--- src/rtl/vga_fb_arbiter.sv ---
// Framebuffer port arbiter between VGA scanout and the drawing engine.
// One RAM access per clock: scanout normally wins, and a starvation counter
// forces a draw grant after STARVE_MAX consecutive denied draw cycles.
// Read data is steered back to its requester by a two-stage owner tag pipe
// that tracks the one-cycle RAM read latency plus the registered address stage.
module vga_fb_arbiter #(
   parameter int ADDR_W     = 17,
   parameter int DATA_W     = 8,
   parameter int STARVE_MAX = 8
) (
   input  logic              CLOCK_50,
   input  logic              reset,
   input  logic              scan_req,
   input  logic [ADDR_W-1:0] scan_addr,
   output logic              scan_ack,
   output logic              scan_rvalid,
   output logic [DATA_W-1:0] scan_rdata,
   input  logic              draw_valid,
   input  logic              draw_we,
   input  logic [ADDR_W-1:0] draw_addr,
   input  logic [DATA_W-1:0] draw_wdata,
   output logic              draw_ready,
   output logic              draw_rvalid,
   output logic [DATA_W-1:0] draw_rdata,
   output logic [ADDR_W-1:0] mem_addr,
   output logic              mem_we,
   output logic [DATA_W-1:0] mem_wdata,
   input  logic [DATA_W-1:0] mem_rdata,
   output logic [15:0]       draw_stall_cnt
);

   typedef enum logic {
      PRI_SCAN   = 1'b0,
      FORCE_DRAW = 1'b1
   } arbState_t;

   typedef enum logic {
      OWNER_SCAN = 1'b0,
      OWNER_DRAW = 1'b1
   } owner_t;

   localparam logic [7:0] STARVE_LIMIT = 8'(STARVE_MAX);

   arbState_t  state;
   arbState_t  stateNext;
   logic [7:0] starveCnt;
   logic [7:0] starveCntNext;
   logic       scanGrant;
   logic       drawGrant;
   logic       tag0Valid;
   owner_t     tag0Owner;
   logic       tag1Valid;
   owner_t     tag1Owner;

   // Arbiter state and starvation counter registers.
   always_ff @(posedge CLOCK_50 or posedge reset) begin
      if (reset) begin
         state     <= PRI_SCAN;
         starveCnt <= 8'd0;
      end else begin
         state     <= stateNext;
         starveCnt <= starveCntNext;
      end
   end

   // Grant decision, starvation counting and next-state logic; no grants while reset is high.
   always_comb begin
      scanGrant     = 1'b0;
      drawGrant     = 1'b0;
      stateNext     = state;
      starveCntNext = 8'd0;
      if (!reset) begin
         if (state == FORCE_DRAW && draw_valid) begin
            drawGrant = 1'b1;
         end else if (scan_req) begin
            scanGrant = 1'b1;
         end else if (draw_valid) begin
            drawGrant = 1'b1;
         end
      end
      if (draw_valid && !drawGrant) begin
         starveCntNext = (starveCnt == 8'hFF) ? starveCnt : starveCnt + 8'd1;
      end
      // The forced grant lands on the cycle right after the limit is reached,
      // so a continuously blocked drawer gets one slot every STARVE_MAX+1 cycles.
      case (state)
         PRI_SCAN: begin
            if (starveCntNext == STARVE_LIMIT) begin
               stateNext = FORCE_DRAW;
            end
         end
         FORCE_DRAW: begin
            if (drawGrant || !draw_valid) begin
               stateNext = PRI_SCAN;
            end
         end
         default: stateNext = PRI_SCAN;
      endcase
   end

   assign scan_ack   = scanGrant;
   assign draw_ready = drawGrant;

   // Register the granted access onto the RAM port; idle cycles hold the address.
   always_ff @(posedge CLOCK_50 or posedge reset) begin
      if (reset) begin
         mem_addr  <= '0;
         mem_we    <= 1'b0;
         mem_wdata <= '0;
      end else if (scanGrant) begin
         mem_addr <= scan_addr;
         mem_we   <= 1'b0;
      end else if (drawGrant) begin
         mem_addr  <= draw_addr;
         mem_we    <= draw_we;
         mem_wdata <= draw_wdata;
      end else begin
         mem_we <= 1'b0;
      end
   end

   // Owner tag pipeline: stage 0 aligns with mem_addr, stage 1 with mem_rdata.
   always_ff @(posedge CLOCK_50 or posedge reset) begin
      if (reset) begin
         tag0Valid <= 1'b0;
         tag0Owner <= OWNER_SCAN;
         tag1Valid <= 1'b0;
         tag1Owner <= OWNER_SCAN;
      end else begin
         tag0Valid <= scanGrant || (drawGrant && !draw_we);
         tag0Owner <= scanGrant ? OWNER_SCAN : OWNER_DRAW;
         tag1Valid <= tag0Valid;
         tag1Owner <= tag0Owner;
      end
   end

   assign scan_rvalid = tag1Valid && (tag1Owner == OWNER_SCAN);
   assign draw_rvalid = tag1Valid && (tag1Owner == OWNER_DRAW);
   assign scan_rdata  = mem_rdata;
   assign draw_rdata  = mem_rdata;

   // Saturating count of cycles the drawing engine spent waiting.
   always_ff @(posedge CLOCK_50 or posedge reset) begin
      if (reset) begin
         draw_stall_cnt <= 16'd0;
      end else if (draw_valid && !drawGrant && draw_stall_cnt != 16'hFFFF) begin
         draw_stall_cnt <= draw_stall_cnt + 16'd1;
      end
   end

endmodule

--- config.mk ---
export PLATFORM = sky130hd
export DESIGN_NAME = vga_fb_arbiter
export DESIGN_NICKNAME = d
export VERILOG_FILES = /design/src/rtl/vga_fb_arbiter.sv
export SDC_FILE = /design/constraint.sdc
export NUM_CORES = 1
export LEC_CHECK = 0
export CORE_ASPECT_RATIO = 0.75
export CORE_MARGIN = 2
export CORE_UTILIZATION = 45
export CTS_BUF_LIST = sky130_fd_sc_hd__clkbuf_16
export CTS_CLUSTER_SIZE = 28
export DETAILED_ROUTE_END_ITERATION = 8
export PLACE_DENSITY = 0.93
export RECOVER_POWER = 25
export SLEW_MARGIN = 15
export SYNTH_ARGS = -nofsm -noshare
export SYNTH_HDL_FRONTEND = slang
export SYNTH_SLANG_ARGS = --single-unit
--- constraint.sdc ---
create_clock -name CLOCK_50 -period 4.7 [get_ports CLOCK_50]
set_input_delay 0.94 -clock CLOCK_50 [delete_from_list [all_inputs] [get_ports CLOCK_50]]
set_output_delay 0.94 -clock CLOCK_50 [all_outputs]
set_load 0.005 [all_outputs]
Word level (Yosys, flattened, before mapping)
Index checks and enable logic that the tools add are counted.
- $add $sub $neg: 2
- equal/unequal tests: 3
- reductions and logical operators: 13
- multiplexer cells: 17
- bitwise operators: 3
- operators with widths (kind ; count):
    two-way mux 17 bit ; 2
    adder 16 x 1 -> 16 bit, second input constant ; 1
    two-way mux 8 bit ; 2
    != test 16 bit, second input constant ; 1
    two-way mux 1 bit ; 12
    adder 8 x 1 -> 8 bit, second input constant ; 1
    equality test 8 x 4 -> 1 bit, second input constant ; 1
    equality test 8 bit, second input constant ; 1
    logical AND 1 bit ; 6
    zero test 1 bit ; 3
    NOT 1 bit ; 3
    logical OR 1 bit ; 2
    one-hot mux 1 bit (2 select lines) ; 1
    AND reduction 2 bit ; 1
    nonzero test 2 bit ; 1
- bits in registers: 55
- output and inout port bits: 62
- word-level logic and storage cells: 48
- bits of input ports: 55

Logic depth before layout (Yosys ltp)
Gate-level depths: netlist of the first run.
- word-level depth: 10
- gate-level depth with buffers: 7
- gate-level depth less buffers: 6

Worst setup path before layout of the first run
No wires, ideal clock.
- path kind: input to output
- start point: input port reset
- end point: output port scan_ack
- stages on the path: 4
- data required time: 3.760 ns
- buffers on the path: 1
- data arrival time: 2.924 ns
- setup slack: 0.836 ns
- cells stage by stage: inv_1 nand3_1 inv_2 buf_1
- cells in the longest elaborated chain, start to end: 1
- RTL lines (what ; line ; RTL):
    start, declared ; 12 ; input logic reset,
    two-way mux 1 bit ; 72 ; if (!reset) begin
    end, declared ; 15 ; output logic scan_ack,
No other way between the ends.

Worst setup path in the final report of the first run
- start point: input port reset
- end point: output port draw_ready
- cells in the longest elaborated chain, start to end: 1
- RTL lines (what ; line ; RTL):
    two-way mux 1 bit ; 72 ;
    end, declared ; 22 ; output logic draw_ready,
No other way between the ends.

==> flow_summary.ini, run 1 <==
[die]
fp.dieH_um = 70.0
initial_core_util_pct = 47.8
rows = 23
core_area_um2 = 5470
dieArea_um2 = 6440
die_x_um = 92.0
io_pins = 117

[hold_path]
hold_class = reg -> reg
min_delay_path_depth = 0
hold_end = tag1Owner
hp-start = tag0Owner

[global_route]
first_global_vias = 2141
grt.overflow.total = 0
antenna_found_initial = 0
grt_first_pass_wirelength_mm = 9.75
grt_max_degree = 56
grt_use_total_pct = 18.8

[synthesis]
syn_nets = 306
synth_area_um2 = 2610
synth.avg_cell_area_um2 = 10.5
synth_ff_type = dfrtp_1
ys_types = 40
async_flop_share_pct = 100
synth-seq-cells = 55
netlist_instances = 249
ys_seq_area_share_pct = 52.7
yosys_warnings = 0
synth_edf_count = 0

[setup_path]
r2r_start = state
crit_type = in -> out
worstSetupEndpointType = primary output
r2r_setup_slack_ns = 2.57
required_ns = 3.76
startpoint_type = input port
cp_max_fo = 5
worstReg2RegEnd = mem_addr[11]
crit_arrival_ns = 2.53
r2r_cells = 6

[cts]
clockBufferDepth = 2
cts_buffers = 5
cts_tree = yes
insertion_delay_ns = 0.29
clkTransAtPathRegs_ns = 0.06
post_cts_buffers = 0
postCtsHoldBufs = 0
cts_sinks = 55
cts_resized = 0
cts.root.buffer_cell = clkbuf_16
htreeDepth = 2

[routing]
drt_iter0_markers = 74
drc = 0
wire_per_inst_um = 14.5
dr.pass1.iters = 4
wl_mm = 5.80
viasPerCell = 5.17
num_vias = 2073
detail-route-antenna-nets = 0

[sta]
timing.hold.ws_ns = 0.353
fin_crit_ns = 3.47
tightest_slew_ns = 1.08
finalHoldViolCount = 0
max_freq_mhz = 288
fin_tns_setup_ns = 0
setup_violations = 0
maxSlewViolCount = 0
rsz0062_at_grt = false
skew_ns = 0.00791
finalCritPeriodShare_pct = 73.8
slew_headroom_pct = 27.8

[power_and_ir_drop]
p_int_w = 0.00101
vdd_ir_drop_max_uv = 255
powerDensity_nw_per_um2 = 373
leakage_nw = 1.59
power.clock.fraction_pct = 29.1
power_frac_comb_pct = 24.5
switching_share_pct = 25.7
seqPwrFrac_pct = 46.4
switchingPower_w = 0.000350

[layout]
nNetsFinal = 383
n_antenna_cell = 0
area_delta_synth_final_pct = 39.7
layout-drive-gt1-share_pct = 9.51
fill_cells = 419
final_common_cell = clkdlybuf4s50_1
final_cell_mix = clkdlybuf4s50_1, dfrtp_1, nand2_1

[place]
dp_hpwl_mm = 4.39
gp_congestion = 0.766
port-buffer-count = 92

[run]
maxCapViolations = 0

[outcome]
status = completed
-- worst max-delay path, cell delays in order --
cell and delay [ns]:
dlygate4sd3_1 0.62, nor3b_2 0.39, clkdlybuf4s50_1 0.58
-- worst max path at each step --
stage / startpoint / to / slack [ns] / cells after the start
2_1_floorplan: reset / scan_ack / 0.84 / 4
3_3_place_gp: scan_req / draw_ready / 1.31 / 4
3_5_place_dp: scan_req / draw_ready / 1.29 / 4
4_1_cts: scan_req / draw_ready / 1.29 / 4
5_1_grt: reset / draw_ready / 1.20 / 3
6_report: reset / draw_ready / 1.23 / 3
-- power by group through the flow --
stage	logic, W	registers (W)	clock network (W)
after floorplan	0.000128	0.000633	0
after global placement	0.000328	0.000630	0
after detailed placement	0.000339	0.000637	0
after CTS	0.000341	0.000631	0.000407
after global routing	0.000367	0.000642	0.000432
final	0.000334	0.000630	0.000396
-- through the flow --
stage               setup slack [ns]  cell area, µm²  instances  util [%]  power, W
finish                          1.23            3650        401      66.7   0.00136
global route                    1.20            3650        401      66.7   0.00144
CTS                             1.29            3650        401      66.7   0.00138
detailed placement              1.29            3490        394      63.8  0.000976
global placement                1.31            3490        394      63.8  0.000958
floorplan                      0.836            2610        249         -  0.000761
-- Yosys cell counts (3+ instances only) --
library cell / number / share of area, %
buf_2: 3 / 0.57
buf_4: 18 / 5.2
nand2_1: 44 / 6.3
o21ai_0: 3 / 0.57
nor4_1: 5 / 1.2
inv_1: 7 / 1.0
dfrtp_1: 55 / 53
nor3_1: 6 / 1.1
xnor2_1: 8 / 2.7
nor2_1: 12 / 1.7
nand4_1: 6 / 1.4
nand3_1: 10 / 1.9
a21oi_1: 3 / 0.57
and2_1: 4 / 0.96
a22oi_1: 17 / 4.9
clkbuf_1: 3 / 0.43
mux2_2: 8 / 3.4
nand2b_1: 3 / 0.72
xor2_1: 8 / 2.7
-- routing by layer --
layer	up-vias	global-route usage [%]	part of all wire, %
met2	74	32.4	49
met3	4	6.04	7.7
met5	-	0	0
met4	0	3.81	0.40
li1	996	-	-
met1	999	23.5	43
-- layout make-up --
type | count | area [µm²] | area share, %
flip-flops and latches | 55 | 1380 | 37.7
multi-input cells | 161 | 1050 | 28.7
repair buffers | 95 | 943 | 25.9
clock buffers | 5 | 125 | 3.43
well taps | 75 | 93.8 | 2.57
clock inverters | 2 | 33.8 | 0.926
inverters | 8 | 30.0 | 0.823
-- registers in the layout, summed over array words and instances (netlist names) --
signal          cells
draw_stall_cnt     16
mem_addr           17
mem_wdata           8
mem_we              1
starveCnt           8
state               1
tag0Owner           1
tag0Valid           1
tag1Owner           1
tag1Valid           1
-- kinds of logic after synthesis --
family | count (synthesis) | synth area share (%)
mux | 10 | 4.21
buf+inv | 33 | 7.47
simple gates | 105 | 21.3
fa+ha+maj | 2 | 0.958
compound gates | 28 | 8.00
flops | 55 | 52.7
xor+xnor | 16 | 5.36
No activity file was read; power rests on OpenSTA's default activity.
==> run 2, diff against run 1 <==
--- a/config.mk
+++ b/config.mk
@@ -7,11 +7,11 @@
 export LEC_CHECK = 0
 export CORE_ASPECT_RATIO = 0.75
 export CORE_MARGIN = 2
-export CORE_UTILIZATION = 45
+export CORE_UTILIZATION = 42
 export CTS_BUF_LIST = sky130_fd_sc_hd__clkbuf_16
 export CTS_CLUSTER_SIZE = 28
 export DETAILED_ROUTE_END_ITERATION = 8
-export PLACE_DENSITY = 0.93
+export PLACE_DENSITY = 0.88
 export RECOVER_POWER = 25
 export SLEW_MARGIN = 15
 export SYNTH_ARGS = -nofsm -noshare
==> constraint.sdc (replaced) <==
create_clock -name CLOCK_50 -period 3.25 [get_ports CLOCK_50]
set_input_delay 0.65 -clock CLOCK_50 [delete_from_list [all_inputs] [get_ports CLOCK_50]]
set_output_delay 0.65 -clock CLOCK_50 [all_outputs]
set_load 0.005 [all_outputs]
==> run 2 against run 1 <==
Largest power group unchanged. Core utilization shrank 4.9 points. Clock skew shrank 0.0048 ns. Non-clock buffer count grew 1.
==> flow_summary.ini, run 2 (same netlist as run 1, synthesis figures left out) <==
[outcome]
status = completed

[setup_path]
slowest_delay_ns = 0.63
required_ns = 2.60
startpoint_type = input port
crit_type = in -> out
critPathBufInv = 2
crit_arrival_ns = 2.21
slowest_stage = dlygate4sd3_1
cp_cell_sequence = dlygate4sd3_1 > nor3b_2 > clkdlybuf4s50_1
cp_max_fo = 5
worstSetupEndpointType = primary output
cp_top_family = buffers and inverters

[sta]
fin_crit_ns = 2.86
maxSlewViolCount = 0
finalCritPeriodShare_pct = 88.1
slew_headroom_pct = 12.2
max_freq_mhz = 349
tightest_slew_ns = 1.32
finalHoldViolCount = 0
skew_ns = 0.00312
rsz0062_at_grt = false
fin_tns_setup_ns = 0
setup_violations = 0
setup_slack_ns = 0.388

[global_route]
antenna_found_initial = 0
grt_max_degree = 56
grt_use_total_pct = 18.4
grt_first_pass_wirelength_mm = 9.87
first_global_vias = 2174
grt.overflow.total = 0

[routing]
drt_iter0_markers = 98
dr.pass1.iters = 4
wl_mm = 6.05
viasPerCell = 5.08
wire_per_inst_um = 14.9
detail-route-antenna-nets = 0
num_vias = 2056
drc = 0

[run]
maxCapViolations = 0

[place]
dp.cells = 398
gp_congestion = 0.825
port-buffer-count = 92
dp_hpwl_mm = 4.56
place_ws_ns = 0.380

[cts]
cts_tree = yes
cts_buffers = 5
htreeDepth = 2
cts_resized = 0
insertion_delay_ns = 0.28
post_cts_buffers = 0
cts.root.buffer_cell = clkbuf_16
cts_sinks = 55
postCtsHoldBufs = 0
clkTransAtPathRegs_ns = 0.06
clockBufferDepth = 2

[layout]
final_common_cell = clkdlybuf4s50_1
layout-drive-gt1-share_pct = 9.79
instances_no_fill = 405
final_cell_mix = clkdlybuf4s50_1, dfrtp_1, nand2_1
final_util_pct = 61.8
area_delta_synth_final_pct = 40.0
nNetsFinal = 384
largest_reg_flops = 17
n_antenna_cell = 0
reg_top3 = mem_addr: 17 flops, draw_stall_cnt: 16 flops
top_register = mem_addr

[power_and_ir_drop]
leakage_nw = 1.59
p_int_w = 0.00146
powerDensity_nw_per_um2 = 537
seqPwrFrac_pct = 46.3
switchingPower_w = 0.000504
total_power_w = 0.00196
vdd_ir_drop_max_uv = 284
power_frac_comb_pct = 24.5
switching_share_pct = 25.6
power.clock.fraction_pct = 29.2

[die]
io_pins = 117
die_x_um = 95.1
dieArea_um2 = 6870
core_area_um2 = 5920
fp.dieH_um = 72.3
initial_core_util_pct = 44.2
rows = 24

[hold_path]
hold_class = reg -> reg
run 2: through the flow:
| step | hold slack (ns) | area (µm²) |
|---|---|---|
| final | 0.358 | 3660 |
| after global routing | 0.383 | 3660 |
| after CTS | 0.359 | 3660 |
| after detailed placement | 0.344 | 3500 |
| after global placement | 0.337 | 3500 |
| after floorplan | 0.331 | 2620 |
run 2: path summary, 6_finish.rpt:
| path | from | endpoint | slack [ns] | depth (start not counted) |
|---|---|---|---|---|
| setup / recovery | reset | draw_ready | 0.39 | 3 |
| hold / removal | tag0Owner | tag1Owner | 0.36 | 0 |
| setup reg to reg | state | draw_stall_cnt[12] | 1.13 | 6 |
| hold reg to reg | tag0Owner | tag1Owner | 0.36 | 0 |
| max in group asynchronous | reset | starveCnt[5] | 1.06 | 3 |
| min in group asynchronous | reset | mem_wdata[6] | 1.41 | 3 |
run 2: layer usage:
layer | vias up | part of all wire, % | global-route usage (%) | wire length (µm)
met4 | 0 | 0.43 | 4.03 | 26
met5 | - | 0 | 0 | 0
met1 | 984 | 45 | 23.8 | 2710
met2 | 68 | 48 | 30.5 | 2900
met3 | 4 | 6.8 | 5.71 | 414
li1 | 1000 | - | - | -
run 2: area by class of cell:
type,instances,area (µm²)
Clock buffer,5,125
Clock inverter,2,33.8
Fill cell,467,2260
Inverter,8,33.8
Multi-Input combinational cell,161,1040
Sequential cell,55,1380
Tap cell,78,97.6
Timing Repair Buffer,96,948
run 2: worst reg2reg max path: cells and delay by family (launching register included):
kind | cells | cell delay [ns]
buffers and inverters | 1 | 0.30
flip-flops | 1 | 0.41
XOR/XNOR | 1 | 0.15
AO/OA/AOI/OAI | 1 | 0.64
AND/OR/NAND/NOR | 3 | 0.50
run 2: power groups by stage:
| stage | Clock (W) | Sequential (W) | Combinational, W |
|---|---|---|---|
| global placement | 0 | 0.000917 | 0.000475 |
| detailed placement | 0 | 0.000924 | 0.000490 |
| global route | 0.000620 | 0.000928 | 0.000531 |
| finish | 0.000574 | 0.000910 | 0.000480 |
| CTS | 0.000595 | 0.000912 | 0.000492 |
| floorplan | 0 | 0.000915 | 0.000186 |
==> run 3, diff against run 2 <==
--- a/config.mk
+++ b/config.mk
@@ -6,7 +6,7 @@
 export NUM_CORES = 1
 export LEC_CHECK = 0
 export CORE_ASPECT_RATIO = 0.75
-export CORE_MARGIN = 2
+export CORE_MARGIN = 1
 export CORE_UTILIZATION = 42
 export CTS_BUF_LIST = sky130_fd_sc_hd__clkbuf_16
 export CTS_CLUSTER_SIZE = 28
==> run 3 against run 2 <==
Maximum frequency fell by 1.9%. Register-to-register slack improved by 0.07 ns. Clock-buffer cell count did not move. Clock skew grew 0.0057 ns. Clock power is 11% lower. Routed wire length decreased by 3.8%.
==> flow_summary.ini, run 3 (same netlist as run 1, synthesis figures left out) <==
[power_and_ir_drop]
powerDensity_nw_per_um2 = 523
leakage_nw = 1.58
vdd_ir_drop_max_uv = 310
total_power_w = 0.00190

[routing]
dr.pass1.iters = 4
drc = 0
drt_iter0_markers = 113
top_layer_used = met4
viasPerCell = 5.15
num_vias = 2091
wl_met1_mm = 2.58
wl_met2_mm = 2.82
wl_mm = 5.82
wl_met3_um = 366
wire_per_inst_um = 14.3
detail-route-antenna-nets = 0

[die]
dieArea_um2 = 6540
die_x_um = 93.1
fp.dieH_um = 70.3
rows = 24
initial_core_util_pct = 44.2
core_area_um2 = 5920
io_pins = 117

[setup_path]
crit_arrival_ns = 2.27
r2r_setup_slack_ns = 1.20
r2r_start = state
required_ns = 2.60
cp_max_fo = 5
crit_type = in -> out
startpoint_type = input port
worstReg2RegEnd = draw_stall_cnt[14]
worstSetupEndpointType = primary output
r2r_cells = 6

[global_route]
grt_max_degree = 56
antenna_found_initial = 0
grt.overflow.total = 0
grt_use_total_pct = 19.0
grt_first_pass_wirelength_mm = 9.81
first_global_vias = 2143

[run]
maxCapViolations = 0

[layout]
reg_top3 = mem_addr: 17 flops, draw_stall_cnt: 16 flops
final_cell_mix = clkdlybuf4s50_1, dfrtp_1, nand2_1
n_antenna_cell = 0
nNetsFinal = 384
layout-drive-gt1-share_pct = 9.76
top_register = mem_addr
largest_reg_flops = 17
area_delta_synth_final_pct = 39.3
final_common_cell = clkdlybuf4s50_1

[hold_path]
hp-start = tag0Valid
hold_class = reg -> reg
hold_end = tag1Valid
min_delay_path_depth = 0

[cts]
post_cts_buffers = 0
htreeDepth = 2
cts_buffers = 5
cts_tree = yes
cts_resized = 0
clkTransAtPathRegs_ns = 0.06
cts_sinks = 55
cts.root.buffer_cell = clkbuf_16
postCtsHoldBufs = 0
insertion_delay_ns = 0.29
clockBufferDepth = 2

[outcome]
status = completed

[sta]
setup_violations = 0
maxSlewViolCount = 0
finalCritPeriodShare_pct = 89.7
max_freq_mhz = 343
rsz0062_at_grt = false
tightest_slew_ns = 1.32
finalHoldViolCount = 0
skew_ns = 0.00882
fin_crit_ns = 2.92
slew_headroom_pct = 11.8
fin_tns_setup_ns = 0

[place]
dp_hpwl_mm = 4.38
port-buffer-count = 92
gp_congestion = 0.818
[run 3: cell types whose count changed in the layout (fill, tap and decap cells not counted), sizes merged]
cell    change
clkinv      +2
bufinv      -1
[run 3: layer usage]
| metal | up-vias | global-route usage, % |
|---|---|---|
| li1 | 1000 | - |
| met1 | 1016 | 24.5 |
| met2 | 68 | 31.5 |
| met3 | 7 | 5.34 |
| met4 | 0 | 4.79 |
| met5 | - | 0 |
[run 3: critical path, stage by stage]
cell and delay, ns:
dlygate4sd3_1 0.63, nor3b_2 0.41, clkdlybuf4s50_1 0.58
[run 3: worst max path at each step]
stage | start | end | slack (ns) | cells past startpoint
global placement | scan_req | draw_ready | 0.43 | 4
detailed placement | reset | mem_addr[14] | 0.36 | 8
finish | reset | draw_ready | 0.33 | 3
floorplan | reset | scan_ack | 0.54 | 4
CTS | scan_req | draw_ready | 0.40 | 4
global route | reset | draw_ready | 0.30 | 3
[run 3: layout make-up]
class	instances	area, µm²
timing repair buffer	96	948
clock buffer	5	125
multi-input combinational	161	1040
fill	504	2280
sequential	55	1380
inverter	8	33.8
tap	78	97.6
clock inverter	3	16.3
[run 3: where the power goes]
part | switching, W | internal (W)
Sequential | 0.000117 | 0.000794
Combinational | 0.000172 | 0.000311
Clock | 0.000228 | 0.000282
[run 3: metrics by stage]
| step | utilization, % | instance area, µm² | hold slack, ns | std cells | worst slack, ns |
|---|---|---|---|---|---|
| final | 61.5 | 3640 | 0.354 | 406 | 0.333 |
| after global routing | 61.5 | 3640 | 0.364 | 406 | 0.303 |
| after global placement | 59.2 | 3500 | 0.340 | 398 | 0.427 |
| after CTS | 61.6 | 3650 | 0.359 | 406 | 0.397 |
| after floorplan | - | 2620 | 0.331 | 249 | 0.539 |
| after detailed placement | 59.2 | 3500 | 0.345 | 398 | 0.355 |
